### src/rtl/way_age_tracker.sv
// way_age_tracker
//   Keeps a saturating age counter and a valid bit per way. Accesses age every
//   other valid way and zero the accessed one; invalidates and flushes clear
//   ways. Ages are exported flattened (way i at [i*W +: W]) for select_biggest.
//   The tracker also registers its own victim choice: the lowest-index invalid
//   way if any exists, otherwise the oldest way (ties go to the lowest index).
//
// Ports
//   clk_in, reset_in          clock (rising edge), async active-low reset
//   access_valid_in/way_in    access request / accessed way
//   access_ready_out          high in IDLE, low while flushing
//   invalidate_in/way_in      invalidate request / target way
//   flush_in                  start a flush (sampled in IDLE only)
//   flush_done_out            one-cycle pulse after the last way is cleared
//   valid_out                 per-way valid bits
//   way_flatted_out           per-way ages, flattened
//   victim_way_out/age_out    registered victim choice and its age
//   victim_is_invalid_out     victim is an invalid way
//
// Optional build macro
//   WAY_AGE_TRACKER_TICK_EN   adds age_tick_in: ages all valid ways in IDLE.
//
// state | meaning
// IDLE  | accepting access / invalidate / flush requests
// FLUSH | clearing one way per cycle, way[ptr], ptr = 0 .. NUM_WAY-1

module way_age_tracker #(
   parameter int SINGLE_WAY_WIDTH_IN_BITS = 4,
   parameter int NUM_WAY                  = 16,
   parameter int NUM_WAY_INDEX_BITS       = 4
) (
   input  logic                                         clk_in,
   input  logic                                         reset_in,
   input  logic                                         access_valid_in,
   input  logic [NUM_WAY_INDEX_BITS-1:0]                access_way_in,
   output logic                                         access_ready_out,
   input  logic                                         invalidate_in,
   input  logic [NUM_WAY_INDEX_BITS-1:0]                invalidate_way_in,
   input  logic                                         flush_in,
`ifdef WAY_AGE_TRACKER_TICK_EN
   input  logic                                         age_tick_in,
`endif
   output logic                                         flush_done_out,
   output logic [NUM_WAY-1:0]                           valid_out,
   output logic [SINGLE_WAY_WIDTH_IN_BITS*NUM_WAY-1:0]  way_flatted_out,
   output logic [NUM_WAY_INDEX_BITS-1:0]                victim_way_out,
   output logic [SINGLE_WAY_WIDTH_IN_BITS-1:0]          victim_age_out,
   output logic                                         victim_is_invalid_out
);

   localparam int W = SINGLE_WAY_WIDTH_IN_BITS;
   localparam logic [W-1:0] AGE_MAX = '1;
   localparam logic [NUM_WAY_INDEX_BITS-1:0] LAST_WAY = NUM_WAY_INDEX_BITS'(NUM_WAY - 1);

   typedef enum logic [0:0] {IDLE, FLUSH} state_t;

   state_t                         state, state_nxt;
   logic [NUM_WAY_INDEX_BITS-1:0]  ptr, ptr_nxt;
   logic                           flush_done, flush_done_nxt;

   logic [W-1:0]                   age     [NUM_WAY];
   logic [W-1:0]                   age_nxt [NUM_WAY];
   logic [NUM_WAY-1:0]             valid, valid_nxt;

   logic                           take, acc, inv, tick;

   logic                           found_inv;
   logic [NUM_WAY_INDEX_BITS-1:0]  inv_idx, max_idx;
   logic [W-1:0]                   max_age;

   // Requests are only taken in IDLE, and never on the edge that starts a flush.
   assign take = (state == IDLE) && !flush_in;
   assign acc  = take && access_valid_in;
   assign inv  = take && invalidate_in;
`ifdef WAY_AGE_TRACKER_TICK_EN
   assign tick = take && age_tick_in;
`else
   assign tick = 1'b0;
`endif

   assign access_ready_out = (state == IDLE);
   assign flush_done_out   = flush_done;
   assign valid_out        = valid;

   always_comb begin
      way_flatted_out = '0;
      for (int i = 0; i < NUM_WAY; i++) begin
         way_flatted_out[i*W +: W] = age[i];
      end
   end

   // FSM next state
   always_comb begin
      state_nxt      = state;
      ptr_nxt        = ptr;
      flush_done_nxt = 1'b0;
      case (state)
         IDLE: begin
            if (flush_in) begin
               state_nxt = FLUSH;
               ptr_nxt   = '0;
            end
         end
         FLUSH: begin
            ptr_nxt = ptr + 1'b1;
            if (ptr == LAST_WAY) begin
               state_nxt      = IDLE;
               flush_done_nxt = 1'b1;
            end
         end
         default: state_nxt = IDLE;
      endcase
   end

   // Per-way update. Invalidate has priority over access on the same way;
   // aging (access or tick) increments each remaining valid way at most once.
   always_comb begin
      valid_nxt = valid;
      for (int i = 0; i < NUM_WAY; i++) begin
         age_nxt[i] = age[i];
         if (state == FLUSH) begin
            if (ptr == NUM_WAY_INDEX_BITS'(i)) begin
               age_nxt[i]   = '0;
               valid_nxt[i] = 1'b0;
            end
         end else if (inv && (invalidate_way_in == NUM_WAY_INDEX_BITS'(i))) begin
            age_nxt[i]   = '0;
            valid_nxt[i] = 1'b0;
         end else if (acc && (access_way_in == NUM_WAY_INDEX_BITS'(i))) begin
            age_nxt[i]   = '0;
            valid_nxt[i] = 1'b1;
         end else if (valid[i] && (acc || tick) && (age[i] != AGE_MAX)) begin
            age_nxt[i] = age[i] + 1'b1;
         end
      end
   end

   // Victim search on the current registered state.
   always_comb begin
      found_inv = 1'b0;
      inv_idx   = '0;
      for (int i = NUM_WAY - 1; i >= 0; i--) begin
         if (!valid[i]) begin
            found_inv = 1'b1;
            inv_idx   = NUM_WAY_INDEX_BITS'(i);
         end
      end
      max_idx = '0;
      max_age = age[0];
      for (int i = 1; i < NUM_WAY; i++) begin
         // strict compare keeps the lowest index on ties
         if (age[i] > max_age) begin
            max_age = age[i];
            max_idx = NUM_WAY_INDEX_BITS'(i);
         end
      end
   end

   always_ff @(posedge clk_in or negedge reset_in) begin
      if (!reset_in) begin
         state                 <= IDLE;
         ptr                   <= '0;
         flush_done            <= 1'b0;
         valid                 <= '0;
         for (int i = 0; i < NUM_WAY; i++) age[i] <= '0;
         victim_way_out        <= '0;
         victim_age_out        <= '0;
         victim_is_invalid_out <= 1'b1;
      end else begin
         state      <= state_nxt;
         ptr        <= ptr_nxt;
         flush_done <= flush_done_nxt;
         valid      <= valid_nxt;
         for (int i = 0; i < NUM_WAY; i++) age[i] <= age_nxt[i];
         victim_way_out        <= found_inv ? inv_idx : max_idx;
         victim_age_out        <= found_inv ? '0 : max_age;
         victim_is_invalid_out <= found_inv;
      end
   end

endmodule

### config.mk
export PLATFORM = sky130hd
export DESIGN_NAME = way_age_tracker
export DESIGN_NICKNAME = d
export VERILOG_FILES = /design/src/rtl/way_age_tracker.sv
export SDC_FILE = /design/constraint.sdc
export NUM_CORES = 1
export LEC_CHECK = 0
export ABC_AREA = 1
export ABC_CLOCK_PERIOD_IN_PS = 20900
export CELL_PAD_IN_SITES_DETAIL_PLACEMENT = 1
export CELL_PAD_IN_SITES_GLOBAL_PLACEMENT = 1
export CORE_ASPECT_RATIO = 0.6
export CORE_MARGIN = 1
export CORE_UTILIZATION = 44
export CTS_CLUSTER_DIAMETER = 100
export DETAILED_ROUTE_END_ITERATION = 12
export GPL_ROUTABILITY_DRIVEN = 0
export GPL_TIMING_DRIVEN = 0
export HOLD_SLACK_MARGIN = 0.15
export PLACE_DENSITY_LB_ADDON = 0.08
export SLEW_MARGIN = 20
export SYNTH_ARGS = -nofsm -noshare
export SYNTH_HDL_FRONTEND = slang
export SYNTH_SLANG_ARGS = --single-unit
### constraint.sdc
create_clock -name clk_in -period 20.9 [get_ports clk_in]
set_input_delay 4.18 -clock clk_in [delete_from_list [all_inputs] [get_ports clk_in]]
set_output_delay 4.18 -clock clk_in [all_outputs]
set_load 0.05 [all_outputs]
# Word level (Yosys, flattened, before mapping)
# Cells that the tools add are included.
classes:
  add_sub_neg: 17
  n_mux: 215
  bitwise: 1
  n_eq_ne: 78
  magnitude_cmp: 15
  reduce_logical: 135
op_table:
  columns: ["operator", "count"]
  rows:
  - ["$mux W4", 127]
  - ["$eq A4 B4 Y1 const B", 24]
  - ["$mux W1", 85]
  - ["$add A4 B1 Y4 const B", 17]
  - ["$logic_and A1 B1 Y1", 67]
  - ["$ne A4 B4 Y1 const B", 16]
  - ["$reduce_and A2 Y1", 32]
  - ["$reduce_bool A4 Y1", 16]
  - ["$gt A4 B4 Y1", 15]
  - ["$eq A4 B3 Y1 const B", 12]
  - ["$reduce_bool A3 Y1", 16]
  - ["$ne A2 B1 Y1 const B", 17]
  - ["$eq A4 B2 Y1 const B", 6]
  - ["$eq A4 B1 Y1 const B", 3]
  - ["$logic_not A4 Y1", 3]
  - ["$pmux W4 S2", 1]
  - ["$mux W2", 1]
  - ["$pmux W1 S2", 1]
  - ["$logic_not A1 Y1", 1]
  - ["$not A1 Y1", 1]
word_totals:
  regBits: 95
  elab_cells: 499

# Logic depth before layout (Yosys ltp)
# Gate-level depths: netlist (run 1).
logic_depth:
  depth_word: 31
  ltp_mapped: 135

# Least setup slack after synthesis (run 1)
# No wires, ideal clock.
synth_path:
  kind: "flip-flop to flip-flop"
  startpoint: "register age, in the netlist way_flatted_out[1]"
  endpoint: "register victim_way_out[1]"
  arrival_ps: 14452
  synth_period_minus_slack_ps: 14572
  setup_slack_ps: 6328
  path_stages_with_launch: 122
  n_path_buf: 1
  path_cell_list: "dfrtp_1 inv_1 ha_1 nand2_1 nand2_1 nand2_1 nand2_2 nand2_4 nand2_1 o21ai_0 ha_1 nand2_1 inv_1 nand4_1 nand2_4 nor2_1 a21oi_1 inv_1 [86 not listed] nand2_1 and2_1 inv_1 ha_1 nand2_1 o21ai_0 nand2_1 inv_1 nand2_1 and2_1 ha_1 a21oi_1 o21ai_0 o21ai_0 clkbuf_1 nand2_1 o21ai_1 nand2_1"
synth_between:
  elab_chain_len: 31
  word_cells_on_any_way: 44
  cone_classes: "order compare: 15; mux: 29"
synth_lines:
  columns: ["item", "line", "text"]
  rows:
  - ["start, declared", "61", "logic [W-1:0] age [NUM_WAY];"]
  - ["$gt A4 B4 Y1", "152", "if (age[i] > max_age) begin"]
  - ["$mux W4 (*)", "152", null]
  - ["$gt A4 B4 Y1", "152", null]
  - ["$mux W4", "152", null]
  - ["$gt A4 B4 Y1", "152", null]
  - ["$mux W4", "152", null]
  - ["$gt A4 B4 Y1", "152", null]
  - ["$mux W4", "152", null]
  - ["[15 not listed]", null, null]
  - ["$mux W4", "152", null]
  - ["$gt A4 B4 Y1", "152", null]
  - ["$mux W4", "152", null]
  - ["$gt A4 B4 Y1", "152", null]
  - ["$mux W4", "152", null]
  - ["$gt A4 B4 Y1", "152", null]
  - ["$mux W4 (*)", "152", null]
  - ["$mux W4 (*)", "175", "victim_way_out <= found_inv ? inv_idx : max_idx;"]
  - ["end signal, assigned", "175", null]
  - ["end, declared", "46", "output logic [NUM_WAY_INDEX_BITS-1:0] victim_way_out,"]
# Every way passes the cells marked *; elsewhere a longest branch is shown, timed or not.
# A chain may end at the register's enable or synchronous reset.

# Final worst setup path (run 1)
layout_path:
  startpoint: "register age, in the netlist way_flatted_out[2]"
  endpoint: "register victim_way_out[1]"
# The elaborated chain is that of the path after synthesis.

==> impl_metrics.csv, run 1 <==
group,metric,value,unit
logic_synthesis,synth_nets,1208,
global_route,grt_usage,29.4,%
clock_tree,ctsHtreeMaxLevel,3,
worst_setup_path,crit_start,"way_flatted_out[2]",
finish,seqCellArea,0.00238,mm²
worst_setup_path,endpoint,"victim_way_out[1]",
finish,diodes,0,
floorplanning,num_io_pins,104,
finish,fillers,2279,
finish,multiInputGateArea,0.00486,mm²
clock_tree,cts_root_buf,"clkbuf_16",
global_route,grt_use_met3,4.18,%
global_route,use_met1,44.7,%
route,drt_iter0_markers,580,
route,wl_per_cell,17.9,µm
worst_setup_path,startpoint_type,"flop",
sta,setup_viol,0,
clock_tree,cts_sinks,95,
clock_tree,cts.path.max_buffers,2,
floorplanning,start_util,46.0,%
clock_tree,cts_tree,"yes",
logic_synthesis,synth_cells,1137,
run_status,outcome,"finished clean",
worst_setup_path,r2r-start,"way_flatted_out[2]",
logic_synthesis,yosys_warnings,0,
worst_setup_path,crit_path_frequent_cell,"nand2_1",
route,vias,8124,
logic_synthesis,yosysSeqAreaShare,29.6,%
logic_synthesis,netlist_area,0.00804,mm²
finish,nNetsFinal,1323,
floorplanning,die_width,177,µm
worst_setup_path,critPathKind,"flop to flop",
finish,layout-drive-gt1-share,9.71,%
route,antenna_left,0,
worst_setup_path,worstPathRequired,21.13,ns
floorplanning,core,0.0175,mm²
route,viasPerCell,5.45,
worst_setup_path,critPathArrivalTime,17.20,ns
worst_setup_path,reg2reg_slack,3.93,ns
global_route,grt_pass1_wl,43.7,mm
worst_setup_path,max_stage_delay,0.51,ns
worst_setup_path,cp_max_fo,10,
sta,slew_headroom,39.9,%
global_route,busiest_layer,"met2",
run,maxCapViolCount,0,
worst_setup_path,r2r_cells,113,
global_route,grt_pass1_vias,8206,
logic_synthesis,ys.flop_type,"dfrtp_1",
global_route,antenna_found_initial,0,
worst_setup_path,worst_r2r_endpoint,"victim_way_out[1]",
sta,hold_viol,0,
sta,clock_skew,0.00765,ns
sta,rsz0062_at_grt,"no",
sta,drv_slew,0,
clock_tree,post-cts-setup-buffer-count,0,
logic_synthesis,synth.avg_cell_area,7.07,µm²
global_route,grt_overflow,0,
finish,mostFrequentLayoutCell,"nand2_1",
floorplanning,rows,37,
logic_synthesis,synth.distinct_cells,44,
sta,setup_tns,0,ns
sta,post-route-min-period,16.97,ns
logic_synthesis,synth_edf_count,0,
clock_tree,path_clk_slew,0.07,ns
clock_tree,hold_buffers,0,
worst_setup_path,cp-end-kind,"flop",
logic_synthesis,synth-async-reset-ratio,100,%
floorplanning,die_area,0.0188,mm²
route,routed_wl,26.7,mm
sta,fin_crit_sh,81.2,%
finish,mostFrequentLayoutCells,"nand2_1, inv_1, clkdlybuf4s50_1",
sta,fmax,58.9,MHz
floorplanning,die_h,107,µm
clock_tree,clk_latency,0.35,ns
worst_setup_path,slowest_stage,"dfrtp_1",
placement,dp_hpwl,21.5,mm
clock_tree,post_cts_resized,0,
worst_hold_path,hold_class,"flop to flop",
route,firstDrtPassIters,5,
placement,portBuffers,103,
sta,worst_pin_slew,0.901,ns
route,route.detailed.drc,0,
global_route,gr-usage-met2,44.8,%
logic_synthesis,ys_seq_elements,95,
finish,syn2layout_area_growth,20.6,%
global_route,grt_max_degree,54,
clock_tree,cts-buffers-inserted,9,
worst min path at each step:
stage	from	end	slack [ns]	depth (start not counted)
3_3_place_gp	valid_out[14]	valid_out[14]	0.55	2
4_1_cts	valid_out[8]	valid_out[8]	0.58	2
5_1_grt	valid_out[8]	valid_out[8]	0.63	2
6_report	valid_out[14]	valid_out[14]	0.58	2
3_5_place_dp	valid_out[8]	valid_out[8]	0.56	2
2_1_floorplan	ptr[0]	ptr[0]	0.52	1
registers in the layout, summed over array words and instances, names as in the netlist:
register and count:
ptr 4, flush_done_out 1, state 1, victim_way_out 4
way_flatted_out 64, valid_out 16, victim_is_invalid_out 1, victim_age_out 4
per-layer routing:
layer,routed length (µm),vias to the layer above
li1,-,3925
met1,13800,3986
met2,11500,194
met3,1220,19
met4,234,0
met5,0,-
cell type report:
cell class	instances	area share (%)
Clock buffer	11	2.61
Buffer	6	0.232
Multi-Input combinational cell	829	50.1
Inverter	207	8.06
Timing Repair Buffer	104	10.9
Sequential cell	95	24.5
Clock inverter	4	0.555
Tap cell	234	3.02
synthesized netlist by cell type, types with 3 or more instances:
cell type	number	share of area [%]
and2_1	5	0.39
nand2_1	249	12
nand3_1	85	5.3
o21bai_1	12	1.1
o311ai_0	3	0.33
nor2_1	76	3.5
nand2_4	24	3.4
inv_2	11	0.51
clkinv_1	6	0.28
dfrtp_1	94	29
o32ai_1	6	0.65
and3_1	8	0.62
nand4_1	14	1.1
o21ai_0	89	5.5
nand3_2	9	1.1
nor3_1	24	1.5
clkbuf_1	6	0.28
a311oi_1	9	0.98
o21ai_1	3	0.19
nor2_2	10	0.78
xor2_1	24	2.6
a21oi_1	48	3.0
nor2_4	10	1.4
ha_1	58	9.0
nand3b_1	3	0.28
nand2_2	31	2.4
nand3_4	4	0.87
a31oi_1	4	0.31
inv_1	188	8.8
logic make-up (layout without fill, tap and decap cells):
| kind of cell | count (synthesis) | in the layout | synth area share, % |
|---|---|---|---|
| AO/OA/AOI/OAI | 187 | 187 | 13.4 |
| XOR/XNOR | 24 | 24 | 2.61 |
| adder cells (fa/ha/maj) | 58 | 58 | 9.02 |
| buffers and inverters | 213 | 332 | 10.0 |
| flip-flops | 95 | 95 | 29.6 |
| multiplexers | 1 | 1 | 0.124 |
| AND/OR/NAND/NOR | 559 | 559 | 35.3 |
metrics by stage:
step	utilization, %	cells	hold WS (ns)	setup slack, ns	area (µm²)
2_1_floorplan	-	1137	0.520	6.33	8040
5_1_grt	55.4	1490	0.633	2.46	9700
3_5_place_dp	53.7	1475	0.564	4.12	9400
6_report	55.4	1490	0.585	3.93	9700
4_1_cts	55.4	1490	0.584	4.02	9700
3_3_place_gp	53.5	1474	0.555	4.71	9370
worst max-delay path: cells and delay by family (launching register included):
family,cells,cell delay [ns]
and+or+nand+nor,65,6.40
adders and majority gates,15,4.79
AOI/OAI and AO/OA,20,3.85
buffers and inverters,13,1.23
DFF,1,0.51
Power of run 1 is left out: the tool's default activity adds up to more than one toggle a clock period on the data nets, which glitch-free logic cannot reach.
==> run 2, diff against run 1 <==
Settings changed: ABC_CLOCK_PERIOD_IN_PS 20900 to 17590, CORE_UTILIZATION 44 to 41.
Clock period 20.9 ns to 17.59 ns, I/O delays scaled along.
==> impl_metrics.csv, run 2 (synthesis gave the netlist of run 1 again) <==
group,metric,value,unit
floorplanning,num_io_pins,104,
worst_setup_path,r2r_cells,119,
worst_setup_path,max_stage_delay,0.40,ns
clock_tree,cts_root_buf,"clkbuf_16",
clock_tree,clk_latency,0.35,ns
worst_setup_path,cp_max_fo,10,
finish,mostFrequentLayoutCell,"nand2_1",
worst_setup_path,worst_r2r_endpoint,"victim_way_out[1]",
clock_tree,cts.path.max_buffers,2,
finish,nNetsFinal,1330,
sta,setup_viol,0,
worst_hold_path,hold_class,"flop to flop",
finish,syn2layout_area_growth,22.0,%
route,firstDrtPassIters,4,
run,maxCapViolCount,0,
placement,portBuffers,103,
clock_tree,cts-buffers-inserted,9,
worst_setup_path,startpoint_type,"flop",
route,drt_iter0_markers,489,
sta,hold_viol,0,
floorplanning,start_util,42.0,%
floorplanning,core,0.0191,mm²
sta,worst_pin_slew,0.912,ns
worst_setup_path,worstPathRequired,17.81,ns
route,antenna_left,0,
route,wl_per_cell,17.3,µm
worst_setup_path,r2r-start,"way_flatted_out[1]",
finish,layout-drive-gt1-share,10.8,%
worst_setup_path,critPathArrivalTime,16.09,ns
sta,fin_crit_sh,90.2,%
sta,fmax,63.0,MHz
finish,mostFrequentLayoutCells,"nand2_1, inv_1, clkdlybuf4s50_1",
worst_setup_path,slowest_stage,"dfrtp_2",
worst_hold_path,min_to,"valid_out[8]",
worst_setup_path,critPathKind,"flop to flop",
sta,post-route-min-period,15.86,ns
floorplanning,rows,39,
placement,dp_hpwl,21.3,mm
finish,diodes,0,
finish,seqCellArea,0.00238,mm²
clock_tree,cts_sinks,95,
finish,multiInputGateArea,0.00488,mm²
floorplanning,die_area,0.0202,mm²
global_route,antenna_found_initial,0,
route,viasPerCell,5.23,
sta,drv_slew,0,
finish,fillers,2481,
global_route,grt_overflow,0,
global_route,grt_pass1_wl,43.2,mm
clock_tree,ctsHtreeMaxLevel,3,
route,routed_wl,26.5,mm
run_status,outcome,"finished clean",
sta,clock_skew,0.0123,ns
clock_tree,cts_tree,"yes",
global_route,grt_max_degree,54,
worst_hold_path,worstHoldStart,"valid_out[8]",
worst_setup_path,cp-end-kind,"flop",
sta,setup_tns,0,ns
route,vias,8007,
sta,slew_headroom,39.2,%
finish,largest_reg_flops,64,
global_route,grt_usage,27.1,%
worst_setup_path,crit_path_frequent_cell,"nand2_1",
floorplanning,die_width,183,µm
route,route.detailed.drc,0,
worst_setup_path,reg2reg_slack,1.73,ns
floorplanning,die_h,110,µm
global_route,grt_pass1_vias,8048,
clock_tree,path_clk_slew,0.07,ns
worst_hold_path,hold_depth,2,
## run 2: what timing repair did
action                                  in CTS  in global routing
hold buffers                                 0                  0
hold endpoints to repair                     0                  0
resized for setup                            0                 19
setup buffers                                0                  6
endpoints found under the setup margin       0                  8
## run 2: worst max path at each step
stage	cells after the start	slack [ns]	from	end
after floorplan	121	3.02	way_flatted_out[1]	victim_way_out[1]
after global placement	113	1.26	way_flatted_out[2]	victim_way_out[1]
after detailed placement	116	0.86	way_flatted_out[2]	victim_way_out[1]
after CTS	115	0.75	way_flatted_out[2]	victim_way_out[1]
after global routing	122	-0.04	way_flatted_out[2]	victim_age_out[2]
final	119	1.73	way_flatted_out[1]	victim_way_out[1]
## run 2: worst max-delay path, delay by kind of cell (launching register included)
| kind | cells | cell delay (ns) |
|---|---|---|
| simple gates | 78 | 7.28 |
| buf+inv | 8 | 0.79 |
| flops | 1 | 0.40 |
| compound gates | 18 | 2.47 |
| fa+ha+maj | 15 | 4.75 |
## run 2: stage by stage
step / hold WS [ns] / area, µm² / util, % / setup WS [ns] / std cells
floorplan: 0.520 / 8040 / - / 3.02 / 1137
global placement: 0.555 / 9410 / 49.2 / 1.26 / 1506
detailed placement: 0.557 / 9440 / 49.3 / 0.858 / 1507
CTS: 0.574 / 9750 / 50.9 / 0.754 / 1523
global route: 0.599 / 9810 / 51.3 / -0.0398 / 1530
finish: 0.572 / 9810 / 51.3 / 1.73 / 1530
## run 2: metal layers
layer  routed length, µm  vias up  track usage (%)
met2               11000      145             39.9
met3                 887       18             3.00
met1               14400     3880             42.8
met5                   0        -                0
met4                 189        0             3.83
li1                    -     3964                -
## run 2: final cells by class
type / count / area share [%]
multi-input cells: 830 / 49.7
inverters: 207 / 7.97
clock inverters: 4 / 0.548
clock buffers: 12 / 2.61
well taps: 266 / 3.39
plain buffers: 6 / 0.242
flip-flops and latches: 95 / 24.3
repair buffers: 110 / 11.3
Power of run 2 is left out for the same reason.
==> run 3, diff against run 2 <==
Settings changed: CELL_PAD_IN_SITES_DETAIL_PLACEMENT 1 to default, CELL_PAD_IN_SITES_GLOBAL_PLACEMENT 1 to default, CORE_UTILIZATION 41 to 55.
==> impl_metrics.csv, run 3 (synthesis gave the netlist of run 1 again) <==
group,metric,value,unit
finish,mostFrequentLayoutCell,"nand2_1",
finish,seqCellArea,0.00238,mm²
global_route,grt_max_degree,74,
worst_setup_path,cp_max_fo,10,
clock_tree,cts.path.max_buffers,2,
placement,dp_hpwl,17.8,mm
sta,fin_ws,1.55,ns
finish,syn2layout_area_growth,20.0,%
route,viasPerCell,5.44,
route,routed_wl,22.3,mm
worst_setup_path,crit_family,"simple AND/OR/NAND/NOR gates",
sta,setup_viol,0,
worst_setup_path,critPathKind,"flop to flop",
worst_setup_path,critPathArrivalTime,16.27,ns
sta,post-route-min-period,16.04,ns
finish,nNetsFinal,1323,
placement,pre_cts_ws,1.39,ns
floorplanning,die_h,95.7,µm
finish,multiInputGateArea,0.00486,mm²
route,met1_length,11.4,mm
finish,layout-drive-gt1-share,9.86,%
floorplanning,core,0.0140,mm²
global_route,grt_pass1_wl,36.3,mm
route,antenna_left,0,
sta,fmax,62.4,MHz
worst_setup_path,max_stage_delay,0.46,ns
clock_tree,cts_root_buf,"clkbuf_16",
floorplanning,die_width,158,µm
worst_setup_path,cp-end-kind,"flop",
sta,drv_slew,0,
finish,largest_reg_flops,64,
route,wl_met3,1.56,mm
floorplanning,start_util,57.6,%
route,highest-signal-layer,"met4",
worst_setup_path,worstPathRequired,17.83,ns
sta,worst_hold_slack,0.580,ns
worst_setup_path,slowest_stage,"dfrtp_1",
floorplanning,die_area,0.0151,mm²
route,wl_per_cell,15.4,µm
sta,slew_headroom,43.4,%
worst_setup_path,startpoint_type,"flop",
worst_setup_path,crit_path_frequent_cell,"nand2_4",
route,route.detailed.drc,0,
clock_tree,hold_buffers,0,
global_route,antenna_found_initial,0,
finish,diodes,0,
placement,placed_area,0.00934,mm²
sta,hold_viol,0,
global_route,grt_usage,31.2,%
clock_tree,cts_sinks,95,
clock_tree,cts_tree,"yes",
global_route,grt_pass1_vias,7217,
finish,mostFrequentLayoutCells,"nand2_1, inv_1, clkdlybuf4s50_1",
finish,fillers,1279,
route,vias,7881,
floorplanning,rows,33,
clock_tree,clk_latency,0.35,ns
worst_hold_path,hold_class,"flop to flop",
run,maxCapViolCount,0,
run_status,outcome,"finished clean",
route,firstDrtPassIters,5,
sta,clock_skew,0.00941,ns
placement,portBuffers,103,
route,wl_met2,9.04,mm
worst_setup_path,crit_buf_inv,15,
route,drt_iter0_markers,540,
clock_tree,cts-buffers-inserted,9,
clock_tree,ctsHtreeMaxLevel,3,
global_route,grt_overflow,0,
clock_tree,path_clk_slew,0.07,ns
sta,fin_crit_sh,91.2,%
finish,design_area,0.00965,mm²
floorplanning,num_io_pins,104,
sta,worst_pin_slew,0.848,ns
## run 3: cell types whose count changed in the layout (fill, tap and decap cells not counted), sizes merged
cell      before  now
clkinv         7    9
clkinvlp       2    1
buf            9    2
nand2        305  304
inv          201  202
clkbuf        17   16
## run 3: layer usage
layer  vias up  track usage [%]
li1       3945                -
met1      3622             48.3
met2       292             45.3
met3        22             5.18
met4         0             5.61
met5         -                0
## run 3: layout make-up
type	instances	area share (%)
Tap cell	192	2.49
Clock buffer	10	2.48
Timing Repair Buffer	104	11.0
Sequential cell	95	24.6
Multi-Input combinational cell	829	50.3
Clock inverter	6	0.713
Buffer	6	0.272
Inverter	207	8.10
## run 3: what timing repair did
item	CTS	global route
hold endpoints to repair	0	0
endpoints found under the setup margin	0	8
gates resized for setup	0	6
buffers inserted	0	0
## run 3: worst reg2reg max path: cells and delay by family (launching register included)
kind | cells | cell delay, ns
AND/OR/NAND/NOR | 66 | 6.08
adder cells (fa/ha/maj) | 15 | 4.70
AO/OA/AOI/OAI | 21 | 3.49
buffers and inverters | 15 | 1.22
flip-flops | 1 | 0.46
## run 3: through the flow
step / TNS (ns) / utilization (%) / cells
2_1_floorplan: 0 / - / 1137
3_3_place_gp: 0 / 66.7 / 1432
3_5_place_dp: 0 / 66.9 / 1433
4_1_cts: 0 / 69.2 / 1449
5_1_grt: -0.00749 / 69.2 / 1449
6_report: 0 / 69.2 / 1449
## run 3: path summary, 6_finish.rpt
check / endpoint / start / cells after the start / slack, ns
worst max-delay path: victim_way_out[1] / way_flatted_out[2] / 117 / 1.55
worst min-delay path: valid_out[3] / valid_out[3] / 2 / 0.58
worst max register to register: victim_way_out[1] / way_flatted_out[2] / 117 / 1.55
worst min register to register: valid_out[3] / valid_out[3] / 2 / 0.58
max in group asynchronous: victim_is_invalid_out / reset_in / 2 / 13.91
min in group asynchronous: way_flatted_out[59] / reset_in / 1 / 3.01
Power of run 3 is left out for the same reason.
